## config.mk

```make
export PLATFORM = sky130hd
export DESIGN_NAME = uart_rx
export DESIGN_NICKNAME = d
export VERILOG_FILES = /design/src/rtl/uart_rx_pkg.sv /design/src/rtl/uart_rx_sync_2ff.sv /design/src/rtl/uart_rx.sv
export SDC_FILE = /design/constraint.sdc
export NUM_CORES = 1
export LEC_CHECK = 0
export BUFFER_PORTS_ARGS = -buffer_cell sky130_fd_sc_hd__buf_2
export CAP_MARGIN = 25
export CORE_UTILIZATION = 52
export DETAILED_ROUTE_END_ITERATION = 16
export PLACE_DENSITY_LB_ADDON = 0.2
export SLEW_MARGIN = 20
export SYNTH_ARGS = -nofsm -noshare
export SYNTH_HDL_FRONTEND = slang
export SYNTH_SLANG_ARGS = --single-unit
export TNS_END_PERCENT = 20
```

## constraint.sdc

```tcl
create_clock -name clk_25mhz -period 2 [get_ports clk_25mhz]
set_clock_uncertainty 0.05 [all_clocks]
set_input_delay 0.3 -clock clk_25mhz [delete_from_list [all_inputs] [get_ports clk_25mhz]]
set_output_delay 0.3 -clock clk_25mhz [all_outputs]
set_load 0.05 [all_outputs]
```

## src/rtl/uart_rx_pkg.sv

```systemverilog
// Shared constants, state encoding and baud-divider helper for the 8N1 UART receiver.
package uart_rx_pkg;

  localparam int DATA_BITS = 8;
  localparam int STOP_BITS = 1;

  typedef enum logic [2:0] {
    S_IDLE,
    S_START,
    S_DATA,
    S_STOP,
    S_BREAK
  } rx_state_e;

  // Rounded divider so the bit period error stays within half a clock.
  function automatic int clks_per_bit(input int clk_freq, input int baud);
    return (clk_freq + baud / 2) / baud;
  endfunction

endpackage

```

## src/rtl/uart_rx_sync_2ff.sv

```systemverilog
// Generic two-flop synchroniser for asynchronous inputs, with a selectable reset level.
module sync_2ff #(
  parameter logic RESET_VAL = 1'b1
) (
  input  logic clk_i,
  input  logic rst_i,
  input  logic d_i,
  output logic q_o
);

  logic meta_q;
  logic sync_q;

  always_ff @(posedge clk_i) begin
    if (rst_i) begin
      meta_q <= RESET_VAL;
      sync_q <= RESET_VAL;
    end else begin
      meta_q <= d_i;
      sync_q <= meta_q;
    end
  end

  assign q_o = sync_q;

endmodule

```

## src/rtl/uart_rx.sv

```systemverilog
// 8N1 UART receiver: mid-bit start validation, centre sampling, stop-bit check with
// one-cycle data_valid / frame_err strobes and a break state for held-low lines.
module uart_rx
  import uart_rx_pkg::*;
#(
  parameter int CLK_FREQ = 25_000_000,
  parameter int BAUD     = 115200
) (
  input  logic       clk_25mhz,
  input  logic       reset,
  input  logic       rx,
  output logic [7:0] data,
  output logic       data_valid,
  output logic       frame_err,
  output logic       busy
);

  localparam int CLKS_PER_BIT = clks_per_bit(CLK_FREQ, BAUD);
  localparam int HALF_BIT     = CLKS_PER_BIT / 2;
  localparam int CNT_W        = $clog2(CLKS_PER_BIT);
  localparam int IDX_W        = $clog2(DATA_BITS);

  localparam logic [CNT_W-1:0] CNT_FULL = CNT_W'(CLKS_PER_BIT - 1);
  localparam logic [CNT_W-1:0] CNT_HALF = CNT_W'(HALF_BIT - 1);
  localparam logic [CNT_W-1:0] CNT_ONE  = CNT_W'(1);
  localparam logic [IDX_W-1:0] LAST_BIT = IDX_W'(DATA_BITS - 1);
  localparam logic [IDX_W-1:0] IDX_ONE  = IDX_W'(1);

  logic                 rx_s;
  rx_state_e            state_q;
  logic [CNT_W-1:0]     cnt_q;
  logic [IDX_W-1:0]     bit_idx_q;
  logic [DATA_BITS-1:0] shift_q;
  logic [DATA_BITS-1:0] data_q;
  logic                 valid_q;
  logic                 ferr_q;

  sync_2ff #(
    .RESET_VAL(1'b1)
  ) u_rx_sync (
    .clk_i(clk_25mhz),
    .rst_i(reset),
    .d_i  (rx),
    .q_o  (rx_s)
  );

  always_ff @(posedge clk_25mhz) begin
    if (reset) begin
      state_q   <= S_IDLE;
      cnt_q     <= '0;
      bit_idx_q <= '0;
      shift_q   <= '0;
      data_q    <= '0;
      valid_q   <= 1'b0;
      ferr_q    <= 1'b0;
    end else begin
      valid_q <= 1'b0;
      ferr_q  <= 1'b0;
      case (state_q)
        S_IDLE: begin
          if (!rx_s) begin
            cnt_q   <= '0;
            state_q <= S_START;
          end
        end
        S_START: begin
          if (cnt_q == CNT_HALF) begin
            cnt_q     <= '0;
            bit_idx_q <= '0;
            state_q   <= rx_s ? S_IDLE : S_DATA;
          end else begin
            cnt_q <= cnt_q + CNT_ONE;
          end
        end
        S_DATA: begin
          if (cnt_q == CNT_FULL) begin
            cnt_q     <= '0;
            shift_q   <= {rx_s, shift_q[DATA_BITS-1:1]};
            bit_idx_q <= bit_idx_q + IDX_ONE;
            if (bit_idx_q == LAST_BIT) state_q <= S_STOP;
          end else begin
            cnt_q <= cnt_q + CNT_ONE;
          end
        end
        S_STOP: begin
          // Returning to IDLE mid-stop-bit leaves room for a back-to-back start edge.
          if (cnt_q == CNT_FULL) begin
            cnt_q <= '0;
            if (rx_s) begin
              data_q  <= shift_q;
              valid_q <= 1'b1;
              state_q <= S_IDLE;
            end else begin
              ferr_q  <= 1'b1;
              state_q <= S_BREAK;
            end
          end else begin
            cnt_q <= cnt_q + CNT_ONE;
          end
        end
        S_BREAK: begin
          if (rx_s) state_q <= S_IDLE;
        end
        default: state_q <= S_IDLE;
      endcase
    end
  end

  assign data       = data_q;
  assign data_valid = valid_q;
  assign frame_err  = ferr_q;
  assign busy       = (state_q != S_IDLE);

endmodule

```

# ---- After elaboration in Yosys (flattened, before gate mapping)
# Index checks and enable logic that the tools add are counted.
# W data, S select, Z words.
dict set report totals {
  inputBits 3
  elab_cells 55
  regBits 34
  output_inout_bits 11
}
dict set report op_classes {
  eq_ne 13
  addsub 2
  mux 18
  n_reduce_logical 11
  bitwise_logic 2
}
# operator n
set ops {}
lappend ops {{$mux W3} 9}
lappend ops {{$mux W8} 3}
lappend ops {{$pmux W8 S3} 1}
lappend ops {{$pmux W3 S5} 1}
lappend ops {{$ne A2 B2 Y1 const B} 5}
lappend ops {{$add A8 B1 Y8 const B} 1}
lappend ops {{$eq A8 B7 Y1 const B} 1}
lappend ops {{$eq A8 B8 Y1 const B} 1}
lappend ops {{$eq A3 B2 Y1 const B} 2}
lappend ops {{$eq A3 B3 Y1 const B} 2}
lappend ops {{$pmux W3 S2} 1}
lappend ops {{$reduce_and A3 Y1} 2}
lappend ops {{$reduce_and A6 Y1} 1}
lappend ops {{$reduce_bool A3 Y1} 2}
lappend ops {{$reduce_and A2 Y1} 2}
lappend ops {{$add A3 B1 Y3 const B} 1}
lappend ops {{$eq A3 B1 Y1 const B} 1}
lappend ops {{$logic_not A3 Y1} 1}
lappend ops {{$reduce_or A3 Y1} 1}
lappend ops {{$mux W1} 2}
lappend ops {{$mux W2} 1}
lappend ops {{$ne A2 B1 Y1 const B} 1}
lappend ops {{$not A1 Y1} 2}
lappend ops {{$reduce_bool A2 Y1} 1}
lappend ops {{$reduce_or A2 Y1} 1}

# ---- Depth between registers and ports, before layout
dict set report depth {
  ltp_word 4
  ltp_mapped 8
}

# ---- By module
# Synthesis repeated with hierarchy kept, for this count alone.
dict set report hier_totals {
  cells_unflattened 169
  hier_area_um2 1607.8
}
# mod area_each_um2 cells_per_inst instances
set by_module_without_submodules {}
lappend by_module_without_submodules {uart_rx 1555.2 165 1}
lappend by_module_without_submodules {sync_2ff 52.6 4 1}

# ---- Worst setup path after synthesis
# No wires, ideal clock.
dict set report synth_timing {
  path_kind {register -> register}
  startpoint {register cnt_q[0]}
  endpoint {register state_q[1]}
  path_stages_with_launch 8
  t_arrival_ps 1730
  t_required_ps 1854
  n_path_buf 1
  synth_period_minus_slack_ps 1876
  setup_slack_ps 124
  cell_sequence {dfxtp_1 > inv_1 > ha_1 > nand4_1 > or4b_4 > o2bb2ai_2 > buf_2 > o41ai_2}
}
dict set report synth_between {
  elab_chain_cells 3
}
# item line_no
set synth_lines {}
lappend synth_lines {{from (decl)} uart_rx.sv:31} ;# logic [CNT_W-1:0] cnt_q;
lappend synth_lines {{from (signal assigned)} uart_rx.sv:72} ;# cnt_q <= cnt_q + CNT_ONE;
lappend synth_lines {{from (signal assigned)} uart_rx.sv:82} ;# cnt_q <= cnt_q + CNT_ONE;
lappend synth_lines {{from (signal assigned)} uart_rx.sv:98} ;# cnt_q <= cnt_q + CNT_ONE;
lappend synth_lines {{$eq A8 B8 Y1 / $eq A8 B7 Y1 (equally long branches)} {uart_rx.sv:76, uart_rx.sv:87, uart_rx.sv:67}}
lappend synth_lines {{$ne A2 B2 Y1 (no source line)} --}
lappend synth_lines {{$reduce_and A6 Y1 (no source line) (*)} --}
lappend synth_lines {{to (signal assigned)} uart_rx.sv:70} ;# state_q <= rx_s ? S_IDLE : S_DATA;
lappend synth_lines {{to (decl)} uart_rx.sv:30} ;# rx_state_e state_q;
# Every way passes the cells marked *; elsewhere a longest branch is shown, timed or not.
# A chain may end at the register's enable or synchronous reset.

# ---- Final worst setup path
dict set report layout_timing {
  startpoint {register cnt_q[0]}
  endpoint {register state_q[2]}
}
# Same word-level chain as after synthesis.

==> flow_summary.ini <==
[clock_network]
cts_buffer_depth = 2
cts_root_buffer = clkbuf_4
htreeDepth = 2
clk_latency_ps = 340
clock_sinks = 34
cts_tree = done
path_clk_slew_ps = 110
cts_buffers = 5
holdBufCountCts = 0

[setup_path]
critPathKind = register to register
reg2reg_depth = 7
r2r_setup_slack_ps = 30
cp-endpoint = state_q[2]
r2r-end = state_q[2]
worstSetupStartpointType = register
critPathLaunch = cnt_q[0]
r2r_start = cnt_q[0]
cp_max_fo = 4
endpoint_kind = register
worstPathArrival_ps = 2200
required_ps = 2230

[detailed_routing]
viasPerCell = 5.78
firstDrtPassIters = 4
wire_per_inst_um = 13.9
drtIter0Drc = 46
drc = 0
ant_nets = 0
vias = 1290
wl_um = 3100

[logic_synthesis]
synth_top_area_share_pct = 44.5
yosysSeqAreaShare_pct = 44.5
syn-cell-area_mm2 = 0.00153
synthTopCellsByArea = dfxtp_1, mux2i_1, nor2_1
syn-num-nets = 175
synth-main-ff-cell = dfxtp_1
synth_top_area_cell = dfxtp_1
async_reset_ff_share_pct = 0
synth_compound_area_share_pct = 11.0
ys_ff_latch = 34
synth_warnings = 0
synth_simple_gate_area_share_pct = 25.5
synth_xor_area_share_pct = 0
muxShareOfSynthArea_pct = 11.1
yosys.area_share.adder_pct = 3.27
yosysUniqueCellTypes = 37
synth_top_family_by_area = simple AND/OR/NAND/NOR gates
synth_edf_count = 0
avgSynthCellArea_um2 = 9.10
netlist_instances = 168

[cells_and_area]
antenna_cells = 0
design_area_mm2 = 0.00180
drive_above_1_share_pct = 27.6
layout.nets = 198
areaGrowthSynthToFinish_pct = 18.0

[placement]
hpwlAfterDp_um = 2000
gp_congestion = 0.814
port_buffers = 13
dpl_cell_area_mm2 = 0.00167
dp_slack_ps = 43.2

[sta]
hold_viol = 0
drv_slew = 0
slew_headroom_pct = 60.3
fmax_mhz = 507
finalCritPeriodShare_pct = 98.7
setup_viol = 0
tightest_slew_ps = 596
setup_ws_ps = 26.1
whs_ps = 77.2
rsz0062_at_grt = yes
min_period_ps = 1970

[run]
maxCapViolCount = 0

[grt]
grt_pass1_wl_um = 4840
grt_pass1_vias = 1157
antenna_found_initial = 0
grt_overflow = 0
grt.total_usage_pct = 20.4
grt_max_degree = 36

[power_and_ir_drop]
pwr-share-clk_pct = 34.8
cellPowerDensity_mw_per_mm2 = 653
internal_power_mw = 0.883
swShare_pct = 25.0
totalPowerFinal_mw = 1.18
combPwrFrac_pct = 6.8
vdd_drop_max_mv = 0.562
sequentialPowerShare_pct = 58.4
switching_power_mw = 0.295
power_leakage_nw = 0.736

[floorplanning]
num_rows = 19
dieArea_mm2 = 0.00316
fp.coreArea_mm2 = 0.00278
pin_count = 14
die_h_um = 56.2
start_util_pct = 55.0
die_w_um = 56.2

[hold_path]
worstHoldStart = rx
hp-class = input pin to register

[run_status]
status = finished, final reports clean
-- worst min-delay path by stage --
stage                       endpoint  slack (ps)  cells after the start
CTS                 u_rx_sync.meta_q          60                      2
global placement       u_rx_sync.q_o         340                      1
global route        u_rx_sync.meta_q          50                      2
detailed placement     u_rx_sync.q_o         350                      1
floorplan              u_rx_sync.q_o         340                      1
finish              u_rx_sync.meta_q          80                      2
-- stage by stage --
stage	setup TNS [ps]	cells	utilization [%]
after CTS	0	220	62.3
after detailed placement	0	212	60.0
after floorplan	0	168	-
after global placement	0	212	60.0
final	0	223	64.9
after global routing	-80.6	223	64.9
-- state kept, by name, summed over array words and instances, names as in the netlist --
signal / cells
bit_idx_q: 3
u_rx_sync.q_o: 1
data: 8
frame_err: 1
data_valid: 1
shift_q: 8
state_q: 3
u_rx_sync.meta_q: 1
cnt_q: 8
-- cell families (layout without fill, tap and decap cells) --
| logic type | Yosys count | after routing |
|---|---|---|
| AOI/OAI and AO/OA | 24 | 24 |
| DFF | 34 | 34 |
| muxes | 17 | 17 |
| adders and majority gates | 4 | 4 |
| and+or+nand+nor | 74 | 74 |
| buffers and inverters | 15 | 39 |
-- layout make-up --
class                   instances  area, µm²
clock buffers                   6       51.3
clock inverters                 2       12.5
fillers                       234        977
inverters                       2       7.51
multi-input cells             119        818
flip-flops and latches         34        683
well taps                      31       38.8
repair buffers                 29        193
-- power by group through the flow --
stage,registers (mW),logic [mW],clock network [mW]
2_1_floorplan,0.700,0.0516,0
3_3_place_gp,0.702,0.0652,0
3_5_place_dp,0.703,0.0670,0
4_1_cts,0.687,0.0679,0.424
5_1_grt,0.689,0.0873,0.449
6_report,0.688,0.0806,0.410
-- worst max-delay path, cell delays in order, from the launching register on --
cell	delay, ps
dfxtp_2	340
inv_2	80
ha_4	130
nand4_1	100
or4b_4	610
o2bb2ai_4	170
or3_1	300
a21oi_1	150
-- per-layer routing --
layer | track usage (%) | wire length [µm] | up-vias
met5 | 0 | 0 | -
met4 | 11.5 | 102 | 0
met3 | 9.07 | 194 | 12
met2 | 32.0 | 1430 | 37
met1 | 23.0 | 1370 | 601
li1 | - | - | 640
-- synthesized netlist by cell type, types with 3 or more instances --
| cell | number |
|---|---|
| or3_1 | 6 |
| mux2i_1 | 17 |
| nand4_1 | 5 |
| buf_2 | 5 |
| a31oi_1 | 4 |
| nand3_1 | 8 |
| nand2_1 | 11 |
| or2_2 | 4 |
| a21oi_1 | 8 |
| clkbuf_1 | 6 |
| nor2_1 | 23 |
| dfxtp_1 | 34 |
| ha_1 | 4 |
| nor3_1 | 3 |
-- placed cells by master (no fill, tap or decap), types with 3 or more instances in the layout --
cell type,instances
or2_2,4
nor2_1,23
or3_1,6
mux2i_1,17
buf_2,13
dfxtp_1,32
nor3_1,3
ha_1,3
a31oi_1,4
nand2_1,11
buf_4,14
nand3_1,8
a21oi_1,8
clkbuf_4,5
nand4_1,5
-- what timing repair did --
| item | CTS | global route |
|---|---|---|
| buffers inserted | 0 | 3 |
| setup endpoints to repair | 0 | 10 |
| gates resized for setup | 0 | 12 |
(Power assumes the default switching activity.)
